$ cat config.mk
export PLATFORM = sky130hd
export DESIGN_NAME = memory_round_engine
export DESIGN_NICKNAME = d
export VERILOG_FILES = /design/src/rtl/memory_round_engine.sv
export SDC_FILE = /design/constraint.sdc
export NUM_CORES = 1
export LEC_CHECK = 0
export ABC_AREA = 1
export CORE_ASPECT_RATIO = 1.4
export CORE_MARGIN = 2
export CORE_UTILIZATION = 41
export CTS_CLUSTER_SIZE = 8
export DETAILED_ROUTE_END_ITERATION = 6
export GPL_TIMING_DRIVEN = 0
export PLACE_DENSITY_LB_ADDON = 0.25
export SETUP_SLACK_MARGIN = 0.4
export SLEW_MARGIN = 30
export SYNTH_ARGS = -nofsm -noshare
export SYNTH_HDL_FRONTEND = slang
export SYNTH_SLANG_ARGS = --single-unit
export TNS_END_PERCENT = 5
$ cat constraint.sdc
create_clock -name clk -period 2.1 [get_ports clk]
set_input_delay 0.63 -clock clk [delete_from_list [all_inputs] [get_ports clk]]
set_output_delay 0.63 -clock clk [all_outputs]
set_load 0.1 [all_outputs]
$ cat src/rtl/memory_round_engine.sv
// memory_round_engine: plays a stored key pattern, judges the player's presses, keeps score/rounds.
// Optional per-press timeout in INPUT is enabled by defining MEM_TIMEOUT_EN.
module memory_round_engine #(
    parameter int unsigned NUM_KEYS    = 8,
    parameter int unsigned MAX_LEN     = 16,
    parameter int unsigned LEN_LV1     = 4,
    parameter int unsigned LEN_LV2     = 6,
    parameter int unsigned LEN_LV3     = 8,
    parameter int unsigned NUM_ROUNDS  = 5,
    parameter int unsigned SHOW_CYC    = 4,
    parameter int unsigned GAP_CYC     = 2,
    parameter int unsigned SCORE_W     = 8,
    parameter int unsigned TIMEOUT_CYC = 64,
    parameter int unsigned IDX_W       = $clog2(NUM_KEYS),
    parameter int unsigned RC_W        = $clog2(NUM_ROUNDS + 1)
) (
    input  logic                       clk,
    input  logic                       rst,
    input  logic                       start,
    input  logic [2:0]                 level,
    input  logic [MAX_LEN*IDX_W-1:0]   pattern_flat,
    input  logic                       pattern_valid,
    output logic                       pattern_req,
    input  logic [NUM_KEYS-1:0]        buttons,
    output logic [NUM_KEYS-1:0]        led,
    output logic [RC_W-1:0]            round_cnt,
    output logic [SCORE_W-1:0]         score,
    output logic                       round_ok,
    output logic                       round_fail,
    output logic                       busy,
    output logic                       game_over
);

    localparam int unsigned LEN_W  = $clog2(MAX_LEN + 1);
    localparam int unsigned POS_W  = $clog2(MAX_LEN);
    localparam int unsigned SG_MAX = (SHOW_CYC > GAP_CYC) ? SHOW_CYC : GAP_CYC;
`ifdef MEM_TIMEOUT_EN
    localparam int unsigned CNT_MAX = (TIMEOUT_CYC > SG_MAX) ? TIMEOUT_CYC : SG_MAX;
`else
    localparam int unsigned CNT_MAX = SG_MAX;
`endif
    localparam int unsigned CNT_W = $clog2(CNT_MAX + 1);

    localparam logic [3:0] StIdle    = 4'd0;
    localparam logic [3:0] StReq     = 4'd1;
    localparam logic [3:0] StWaitPat = 4'd2;
    localparam logic [3:0] StShowOn  = 4'd3;
    localparam logic [3:0] StShowGap = 4'd4;
    localparam logic [3:0] StInput   = 4'd5;
    localparam logic [3:0] StJudge   = 4'd6;
    localparam logic [3:0] StTerm    = 4'd7;
    localparam logic [3:0] StDone    = 4'd8;

    logic [3:0]         state_q, state_d;
    logic [LEN_W-1:0]   len_q, len_d;
    logic [POS_W-1:0]   idx_q, idx_d;
    logic [CNT_W-1:0]   cnt_q, cnt_d;
    logic [IDX_W-1:0]   key_q, key_d;
    logic               bad_q, bad_d;
    logic [SCORE_W-1:0] score_q, score_d;
    logic [RC_W-1:0]    rc_q, rc_d;

    logic [IDX_W-1:0]    entry;
    logic [NUM_KEYS-1:0] entry_led, key_led;
    logic [IDX_W-1:0]    btn_idx;
    logic [LEN_W-1:0]    lvl_len;
    logic                lvl_ok;
    logic                match, last, timeout;
    logic [SCORE_W:0]    score_sum;

    assign entry     = pattern_flat[idx_q*IDX_W +: IDX_W];
    assign match     = !bad_q && (key_q == entry);
    assign last      = (LEN_W'(idx_q) == len_q - LEN_W'(1));
    assign score_sum = {1'b0, score_q} + (SCORE_W + 1)'(len_q);

`ifdef MEM_TIMEOUT_EN
    // A press arriving on the expiry cycle still wins over the timeout.
    assign timeout = (state_q == StInput) && (buttons == '0) &&
                     (cnt_q == CNT_W'(TIMEOUT_CYC - 1));
`else
    assign timeout = 1'b0;
`endif

    // Entries >= NUM_KEYS match no channel and therefore light nothing.
    always_comb begin
        entry_led = '0;
        key_led   = '0;
        btn_idx   = '0;
        for (int k = 0; k < NUM_KEYS; k++) begin
            entry_led[k] = (entry == IDX_W'(k));
            key_led[k]   = (key_q == IDX_W'(k)) && !bad_q;
            if (buttons[k]) btn_idx = IDX_W'(k);
        end
    end

    always_comb begin
        lvl_ok  = 1'b1;
        lvl_len = '0;
        case (level)
            3'b001:  lvl_len = LEN_W'(LEN_LV1);
            3'b010:  lvl_len = LEN_W'(LEN_LV2);
            3'b100:  lvl_len = LEN_W'(LEN_LV3);
            default: lvl_ok = 1'b0;
        endcase
    end

    always_comb begin
        state_d = state_q;
        len_d   = len_q;
        idx_d   = idx_q;
        cnt_d   = cnt_q;
        key_d   = key_q;
        bad_d   = bad_q;
        score_d = score_q;
        rc_d    = rc_q;
        unique case (state_q)
            StIdle, StDone: begin
                if (start && lvl_ok) begin
                    len_d   = lvl_len;
                    score_d = '0;
                    rc_d    = '0;
                    state_d = StReq;
                end
            end
            StReq: state_d = StWaitPat;
            StWaitPat: begin
                if (pattern_valid) begin
                    idx_d   = '0;
                    cnt_d   = '0;
                    state_d = StShowOn;
                end
            end
            StShowOn: begin
                if (cnt_q == CNT_W'(SHOW_CYC - 1)) begin
                    cnt_d   = '0;
                    state_d = StShowGap;
                end else begin
                    cnt_d = cnt_q + CNT_W'(1);
                end
            end
            StShowGap: begin
                if (cnt_q == CNT_W'(GAP_CYC - 1)) begin
                    cnt_d = '0;
                    if (last) begin
                        idx_d   = '0;
                        state_d = StInput;
                    end else begin
                        idx_d   = idx_q + POS_W'(1);
                        state_d = StShowOn;
                    end
                end else begin
                    cnt_d = cnt_q + CNT_W'(1);
                end
            end
            StInput: begin
                if (buttons != '0) begin
                    key_d   = btn_idx;
                    bad_d   = !$onehot(buttons);
                    state_d = StJudge;
                end else if (timeout) begin
                    cnt_d   = '0;
                    state_d = StTerm;
                end else begin
                    cnt_d = cnt_q + CNT_W'(1);
                end
            end
            StJudge: begin
                cnt_d = '0;
                if (!match) begin
                    state_d = StTerm;
                end else if (last) begin
                    score_d = score_sum[SCORE_W] ? '1 : score_sum[SCORE_W-1:0];
                    state_d = StTerm;
                end else begin
                    idx_d   = idx_q + POS_W'(1);
                    state_d = StInput;
                end
            end
            StTerm: begin
                if (cnt_q == CNT_W'(GAP_CYC - 1)) begin
                    cnt_d   = '0;
                    rc_d    = rc_q + RC_W'(1);
                    state_d = (rc_q == RC_W'(NUM_ROUNDS - 1)) ? StDone : StReq;
                end else begin
                    cnt_d = cnt_q + CNT_W'(1);
                end
            end
            default: state_d = StIdle;
        endcase
    end

    always_ff @(posedge clk or posedge rst) begin
        if (rst) begin
            state_q <= StIdle;
            len_q   <= '0;
            idx_q   <= '0;
            cnt_q   <= '0;
            key_q   <= '0;
            bad_q   <= 1'b0;
            score_q <= '0;
            rc_q    <= '0;
        end else begin
            state_q <= state_d;
            len_q   <= len_d;
            idx_q   <= idx_d;
            cnt_q   <= cnt_d;
            key_q   <= key_d;
            bad_q   <= bad_d;
            score_q <= score_d;
            rc_q    <= rc_d;
        end
    end

    always_comb begin
        led = '0;
        if (state_q == StShowOn) led = entry_led;
        else if (state_q == StJudge) led = key_led;
    end

    assign pattern_req = (state_q == StReq);
    assign round_ok    = (state_q == StJudge) && match && last;
    assign round_fail  = ((state_q == StJudge) && !match) || timeout;
    assign busy        = (state_q != StIdle) && (state_q != StDone);
    assign game_over   = (state_q == StDone);
    assign score       = score_q;
    assign round_cnt   = rc_q;

endmodule

**Yosys cells after proc, flatten, opt, wreduce, memory -nomap -nowiden**

Cells that the tools add are included.

- Register bits: 31
- Logic and storage cells: 141
- Bits of input ports: 63

- Muxes and demuxes: 41
- Equality and inequality tests: 42
- Reductions and logical operators: 36
- $add $sub $neg: 12
- $mul: 1
- Shifts and indexed selects: 1

Operator list:

| kind | count |
|---|---|
| 4-bit 2-to-1 mux | 12 |
| 8-bit 2-to-1 mux | 6 |
| 48-bit by 7-bit variable part select with 3-bit output | 1 |
| 3-bit 2-to-1 mux | 11 |
| 4-bit one-hot mux with 8 select lines | 1 |
| 3-bit == test (second input constant) | 10 |
| 4-bit one-hot mux with 3 select lines | 2 |
| 2-bit != test (second input constant) | 10 |
| 3-bit by 2-bit == test with 1-bit output (second input constant) | 6 |
| 4-bit by 3-bit == test with 1-bit output (second input constant) | 4 |
| 8-bit one-hot mux with 2 select lines | 1 |
| 3-bit one-hot mux with 5 select lines | 1 |
| 1-bit logical AND | 14 |
| 3-bit by 1-bit == test with 1-bit output (second input constant) | 4 |
| 8-bit by 5-bit adder with 9-bit output | 1 |
| 1-bit by 1-bit adder with 2-bit output | 4 |
| 4-bit by 1-bit == test with 1-bit output (second input constant) | 2 |
| 4-bit by 2-bit == test with 1-bit output (second input constant) | 2 |
| 2-bit 2-to-1 mux | 4 |
| 8-bit nonzero test | 1 |
| 2-bit by 2-bit adder with 3-bit output | 2 |
| 3-bit by 1-bit adder with 3-bit output (second input constant) | 2 |
| 3-bit logical NOT | 2 |
| 4-bit by 2-bit multiplier with 6-bit output (second input constant) | 1 |
| other kinds (22) | 29 |

**Longest topological paths before layout**

Gate-level depths: netlist of the first run.

- Depth in word-level cells: 7
- Depth in mapped cells: 17
- Mapped depth without buffers: 15

**Worst setup path after synthesis of the first run**

OpenSTA, ideal clock, no wires.

- Path type: flip-flop to output port
- Start: register state_q[3]
- End: output port led[1]
- Path slack: -2.018 ns
- Arrival: 3.488 ns
- Required time: 1.470 ns
- Cell stages (with the launch flop): 7
- Buffers on the path: 1
- Path through: dfrtp_1 > nor2_1 > inv_2 > nor2_2 > clkbuf_1 > nand3_1 > o31ai_1

- Longest elaborated chain between the ends: 3
- Elaborated cells on any way between the ends: 4
- Classes of those cells: 2 x eq/ne; 2 x mux

Ends and longest elaborated chain:

| what | line | text |
|---|---|---|
| start: declaration | 54 | `logic [3:0] state_q, state_d;` |
| start signal: assignment | 194 | `state_q <= StIdle;` |
| start signal: assignment | 203 | `state_q <= state_d;` |
| 4-bit by 3-bit == test with 1-bit output | 217 | `else if (state_q == StJudge) led = key_led;` |
| 8-bit 2-to-1 mux | 217 |  |
| 8-bit 2-to-1 mux (*) | 216 | `if (state_q == StShowOn) led = entry_led;` |
| end: declaration | 25 | `output logic [NUM_KEYS-1:0] led,` |

Every way passes the cells marked *; elsewhere a longest branch is shown, timed or not.

**Worst setup path after layout of the first run**

- Start: input port buttons[3]
- End: register bad_q

- Longest elaborated chain between the ends: 5
- Elaborated cells on any way between the ends: 7
- Classes of those cells: 3 x add/sub; 1 x eq/ne; 3 x reduce/logical

Ends and longest elaborated chain:

| what | line | text |
|---|---|---|
| start: declaration | 24 | `input logic [NUM_KEYS-1:0] buttons,` |
| 1-bit by 1-bit adder with 2-bit output (not written as such) | 158 | `bad_d = !$onehot(buttons);` |
| 2-bit by 2-bit adder with 3-bit output (not written as such) | 158 |  |
| 3-bit by 3-bit adder with 4-bit output (not written as such) | 158 |  |
| 4-bit by 1-bit == test with 1-bit output | 158 |  |
| 1-bit logical NOT | 158 |  |
| end signal: assignment | 199 | `bad_q <= 1'b0;` |
| end signal: assignment | 208 | `bad_q <= bad_d;` |
| end: declaration | 59 | `logic bad_q, bad_d;` |

Parallel ways exist; a longest one is shown, timed or not.
A chain may end at the register's enable or synchronous reset.

==> summary.md, run 1 <==
| Metric | Value |
|---|---|
| Outcome | complete, but fails checks |
| Failing checks | negative setup slack |
| Top Ports | 87 |
| Vias in the first global route | 3295 |
| Synth cell types | 38 |
| Post-synth EDFFs | 0 |
| Setup slack, reg-to-reg | -70 ps |
| CP startpoint kind | primary input |
| Via Count | 3342 |
| Top-area cell type share of the netlist area | 24.7% |
| Register area share after synthesis | 24.7% |
| Largest net degree at the start of global routing | 30 |
| CTS Buf Count | 5 |
| Clock network latency to the later pin of the worst-skew pair | 270 ps |
| First-pass GRT wire length | 13800 um |
| Share of cells above drive strength 1 | 26.9% |
| Final instance area | 4590 um2 |
| Wire per inst | 13.2 um |
| Setup ws final | -983 ps |
| Count of input and output buffers | 86 |
| Layout net count | 656 |
| Die ar. | 7870 um2 |
| CP max stage delay | 540 ps |
| Total grt overflow | 0 |
| Static Leak | 2.44 nW |
| HPWL Detailed | 6340 um |
| Compound-gate portion of the synthesized area | 12.6% |
| Adder-Cell Fraction of Synth Area | 9.79% |
| Die Span Y | 104 um |
| Rows | 36 |
| Core Region | 6940 um2 |
| Post-synthesis cell area | 2940 um2 |
| Die Wd | 75.6 um |
| H-tree Lvls | 2 |
| Filler cell count | 621 |
| Starting Density | 42.4% |
| Cell-by-cell trace of the critical path | buf_8 > inv_4 > fa_1 > fa_1 > fa_1 > inv_2 > ha_4 > inv_2 > fa_2 > a2111oi_4 > a21oi_1 > o21ai_1 > o21ai_1 |
| Most frequent CP cell | fa_1 |
| Synth area leaders | dfrtp_1 25%, nand2_1 16%, inv_1 12%, nand3_1 9.2%, ha_1 6.4% |
| Max Transition Viols Final | 0 |
| Slew @ Worst Pin | 878 ps |
| Worst Setup End Kind | register |
| Net switching power | 2.73 mW |
| Sw Share | 57.0% |
| Max Fclk | 324 MHz |
| Post-synthesis register bit count | 29 |
| Worst R2R Start | idx_q[1] |
| Flop pwr share | 20.8% |
| Gate power share | 70.6% |
| Synth async-reset ratio | 100% |
| Period minus WS final | 3080 ps |
| Critical-path top delay cell | fa_1 |
| WHS Endpoint | score[1] |
| Clock Tree Root | clkbuf_8 |
| WHS | 522 ps |
| Worst Path Arrival | 3230 ps |
| RSZ-0062 raised after global routing | yes |
| Ant. Diodes | 0 |
| Total track usage | 21.5% |
| Synth warnings | 0 |
| Placed instance area | 3990 um2 |
| R2R cell count | 14 |
| Synth Area in Simple Gates | 35.5% |
| Synthesis-to-layout area growth | 56.3% |
| Int Pwr | 2.06 mW |
| Dpl ws | -1760 ps |
| Final Hold Vio Count | 0 |
| Mux contribution to synthesized area | 0% |
| Initial antenna violation count | 0 |
| Part of the cycle the worst path needs | 147% |
| Largest family of logic cells by synthesized area | simple AND/OR/NAND/NOR gates |
| Reg clk slew, reported paths | 60 ps |
| Max_slew headroom | 40.9% |
| CP required | 2250 ps |
| Detailed-router iteration count before antenna repair | 4 |
| Clock share of power | 8.6% |
| Worst Skew | 3.67 ps |
| Mapped Cells | 466 |
| CTS tree | done |
| Critical R2R Capture | score[6] |
| DRC | 0 |
| XOR/XNOR share of the synthesized area | 2.09% |
| Crit Path Category | primary input to register |
| Mean Syn Cell Area | 6.31 um2 |
| Yosys top cell by area | dfrtp_1 |
| VDD IR max | 993 uV |
| Detailed Route Iter0 Violations | 105 |
| Hold WC Path Type | register to register |
| Max Cap Violations | 0 |
| Power Density | 1040 nW/um2 |
| Clock Sinks | 29 |
| Min-delay src | score[1] |
| Count of final setup violators | 21 |
| Post-detailed-routing wire length | 8810 um |
| Syn nets | 549 |
| Worst-path fanout max | 2 |
| Clock Path Buffers | 2 |
| Hold-critical path depth | 2 |
| ANT nets after route | 0 |
| GP Congestion | 0.895 |
| Ys flop type | dfrtp_1 |
| Via density | 5.01 |
[area by class of cell]
type                            instances  area [um2]  area share (%)
Timing Repair Buffer                  100        1080            23.4
Tap cell                               95         119            2.59
Clock buffer                            5        68.8            1.50
Buffer                                 10         108            2.34
Multi-Input combinational cell        330        2120            46.2
Inverter                               97         369            8.03
Clock inverter                          1        5.00           0.109
Sequential cell                        29         728            15.8
[Yosys cell counts, types with 2 or more instances]
cell type,n
nand4_1,8
o31ai_1,2
o211ai_1,2
buf_2,2
o22ai_1,6
nand2_1,122
a211oi_1,2
buf_6,3
nor2_1,42
nand3_1,54
o21ai_0,25
nor3_1,5
xnor2_1,2
fa_1,5
nand2_2,4
xor2_1,5
buf_4,2
dfrtp_1,29
nand2_4,2
ha_1,15
inv_1,94
o21ai_2,6
a21oi_1,12
inv_2,3
[metrics by stage]
step           utilization [%]  TNS (ps)  power (mW)  std cells
2_1_floorplan                -    -11970        3.23        466
3_3_place_gp              57.5    -30810        3.89        647
3_5_place_dp              57.5    -31710        3.95        647
4_1_cts                   61.6     -8910        4.52        660
5_1_grt                   66.2    -12180        5.15        667
6_report                  66.2     -8600        4.78        667
[critical path, delay by kind of cell]
kind                       cells  cell delay, ps
buffers and inverters          4             220
AOI/OAI and AO/OA              4             490
adders and majority gates      5            1900
[per-layer routing]
metal | part of all wire, % | up-vias | routed length [um] | track usage (%)
met3 | 4.8 | 12 | 421 | 3.20
met1 | 39 | 1553 | 3420 | 24.7
li1 | - | 1688 | - | -
met5 | 0 | - | 0 | 0
met4 | 1.3 | 0 | 111 | 7.52
met2 | 55 | 89 | 4860 | 38.6
[cells in the final DEF, fill, tap and decap left out, drive strengths merged, types with 5 or more instances in the layout]
cell type	instances
o22ai	6
dlygate4sd2	23
inv	97
ha	15
nand3	55
dfrtp	29
clkdlybuf4s50	8
nor3	5
clkbuf	12
buf	47
nor2	43
nand2	128
fa	5
xor2	5
nand4	8
o21ai	32
dlymetal6s2s	25
a21oi	12
[worst max-delay path by stage]
stage                          start    end  slack, ps  cells past startpoint
after global placement    buttons[0]  bad_q      -1740                     13
after detailed placement  buttons[0]  bad_q      -1760                     13
after floorplan           buttons[0]  bad_q      -1160                     12
after global routing      buttons[3]  bad_q      -1090                     13
final                     buttons[3]  bad_q       -980                     13
after CTS                 buttons[3]  bad_q      -1150                     13
[logic make-up (layout without fill, tap and decap cells)]
group,count (synthesis),in the layout
fa+ha+maj,20,20
compound gates,61,61
flops,29,29
buf+inv,107,213
xor+xnor,7,7
simple gates,242,242
[power groups by stage]
stage | clock network, mW | registers (mW) | logic, mW
2_1_floorplan | 0 | 1.55 | 1.68
3_3_place_gp | 0 | 0.977 | 2.91
3_5_place_dp | 0 | 0.985 | 2.96
4_1_cts | 0.426 | 0.979 | 3.12
5_1_grt | 0.448 | 1.03 | 3.67
6_report | 0.413 | 0.994 | 3.38
[state kept, by name (all words and copies together) (netlist names)]
register   cells
key_q          3
state_q        4
score          8
bad_q          1
cnt_q          3
idx_q          4
round_cnt      3
len_q          3
[timing repair]
action	CTS	global route
cloned	0	1
resized for setup	254	89
hold buffers	0	0
setup buffers	7	6
endpoints found under the hold margin	0	0
pin swaps	32	49
endpoints found under the setup margin	53	46
Note: power is estimated with default switching activity, not from simulation.
==> run 2, diff against run 1 <==
- CTS_BUF_LIST: not set -> sky130_fd_sc_hd__clkbuf_8
==> results of run 2 <==
Final layout, timing and power as in run 1 (identical DEF).
==> run 3, diff against run 2 <==
- SETUP_SLACK_MARGIN: 0.4 -> not set
==> run 3 against run 2 <==
Against the previous run:
- the run still ends with negative setup slack left
- final area decreased by 5.1%
- routed wire length decreased by 6.2%
- global-route usage decreased by 0.15 points
- critical path depth unchanged
- sequential share of layout area increased by 0.80 points
- critical path type unchanged
- highest routed layer unchanged
==> summary.md, run 3 (synthesized netlist as in run 1, its figures left out) <==
| Metric | Value |
|---|---|
| H-tree Lvls | 2 |
| Die Span Y | 104 um |
| Critical R2R Capture | score[7] |
| Worst Setup End Kind | register |
| Most frequent CP cell | fa_1 |
| Max_slew headroom | 37.3% |
| Cell-by-cell trace of the critical path | buf_8 > inv_4 > fa_1 > fa_1 > fa_1 > inv_2 > ha_4 > inv_2 > fa_2 > a2111oi_4 > a21oi_1 > o21ai_1 > o21ai_1 |
| Ant. Diodes | 0 |
| Final design utilization | 62.8% |
| Worst path depth | 13 |
| Max Transition Viols Final | 0 |
| CP Launch Point | buttons[3] |
| ANT nets after route | 0 |
| Setup slack, reg-to-reg | -30 ps |
| Failing checks | negative setup slack |
| Worst Skew | 4.83 ps |
| Worst R2R Start | idx_q[1] |
| GP Congestion | 0.895 |
| Via density | 4.97 |
| Min-delay src | score[0] |
| RSZ-0062 raised after global routing | yes |
| Hold WC Path Type | register to register |
| Worst-path fanout max | 2 |
| Die Wd | 75.6 um |
| Share of cells above drive strength 1 | 20.3% |
| HPWL Detailed | 6340 um |
| Dpl ws | -1760 ps |
| Detailed Route Iter0 Violations | 120 |
| Setup TNS | -8930 ps |
| Clock network latency to the later pin of the worst-skew pair | 280 ps |
| Multi-input logic area | 1980 um2 |
| Post-detailed-routing wire length | 8260 um |
| Commonest non-fill, non-tap cell in the layout | nand2_1 |
| Max reg flops | 8 |
| Starting Density | 42.4% |
| Die ar. | 7870 um2 |
| Final Hold Vio Count | 0 |
| CTS tree | done |
| Count of final setup violators | 22 |
| Placed instance area | 3990 um2 |
| Commonest non-fill, non-tap cells in the layout | 118 x nand2_1, 81 x inv_1, 44 x nand3_1 |
| Worst Setup EP | bad_q |
| CP startpoint kind | primary input |
| Worst path top cell family by delay | adder cells |
| Count of input and output buffers | 86 |
| Vias in the first global route | 3287 |
| Static Leak | 2.12 nW |
| Setup ws final | -979 ps |
| Largest net degree at the start of global routing | 30 |
| CP required | 2260 ps |
| Clock Path Buffers | 2 |
| Max Fclk | 325 MHz |
| Clock Tree Root | clkbuf_8 |
| WHS | 521 ps |
| Crit Path Category | primary input to register |
| Buf+Inv Stages, Crit Path | 4 |
| Period minus WS final | 3080 ps |
| Core Region | 6940 um2 |
| Detailed-router iteration count before antenna repair | 4 |
| Critical-path top delay cell | fa_1 |
| Total power | 4.59 mW |
| Total grt overflow | 0 |
| VDD IR max | 914 uV |
| Slew @ Worst Pin | 944 ps |
| First-pass GRT wire length | 13700 um |
| Wire per inst | 12.5 um |
| Outcome | complete, but fails checks |
| CP max stage delay | 540 ps |
| Part of the cycle the worst path needs | 147% |
| CTS Buf Count | 5 |
| Final instance area | 4360 um2 |
| R2R cell count | 14 |
| Worst Path Arrival | 3230 ps |
| Top Ports | 87 |
| DRC | 0 |
| Max Cap Violations | 0 |
| Clock Sinks | 29 |
| Via Count | 3282 |
| Post-Layout Cell Count | 661 |
| Synthesis-to-layout area growth | 48.2% |
| Register area | 726 um2 |
| Placed insts | 647 |
| Layout net count | 650 |
| Power Density | 1050 nW/um2 |
| Reg clk slew, reported paths | 60 ps |
| Rows | 36 |
| Total track usage | 21.3% |
| Initial antenna violation count | 0 |
| Filler cell count | 662 |
-- run 3: cell count changes in the layout (fill, tap and decap cells not counted), sizes merged --
cell / change
dlymetal6s2s: -24
buf: -17
clkdlybuf4s15: +12
clkdlybuf4s50: +28
dlygate4sd2: -1
clkbuf: -4
-- run 3: area by class of cell --
| cell class | instances | area share [%] |
|---|---|---|
| multi-input cells | 330 | 45.4 |
| inverters | 97 | 8.47 |
| flip-flops and latches | 29 | 16.7 |
| clock buffers | 5 | 1.58 |
| clock inverters | 1 | 0.115 |
| repair buffers | 94 | 22.8 |
| well taps | 95 | 2.73 |
| plain buffers | 10 | 2.18 |
-- run 3: worst min path at each step --
stage | end | cells after the start
after floorplan | len_q[3] | 2
after global placement | score[1] | 2
after detailed placement | score[1] | 2
after CTS | score[0] | 2
after global routing | score[0] | 2
final | score[0] | 2
-- run 3: power breakdown --
group	switching [mW]	total, mW	internal, mW	leakage (nW)
clock	0.203	0.420	0.217	0.0399
combinational	2.19	3.19	0.997	1.71
sequential	0.216	0.977	0.762	0.374
total	2.61	4.59	1.98	2.12
-- run 3: worst register-to-register path, delay by kind of cell (launching register included) --
family / cells / cell delay [ps]
AOI/OAI and AO/OA: 1 / 50
buffers and inverters: 3 / 480
and+or+nand+nor: 10 / 1020
DFF: 1 / 460
-- run 3: metal layers --
layer / global-route usage [%] / vias to the layer above / share of wire [%]
met5: 0 / - / 0
met4: 7.64 / 0 / 1.3
met3: 3.29 / 12 / 4.7
met2: 38.6 / 70 / 53
met1: 24.2 / 1527 / 41
li1: - / 1673 / -
-- run 3: what timing repair did --
action | CTS | global route
buffers inserted | 7 | 1
setup endpoints to repair | 45 | 36
pin swaps | 28 | 8
resized for setup | 210 | 17
hold buffers | 0 | 0
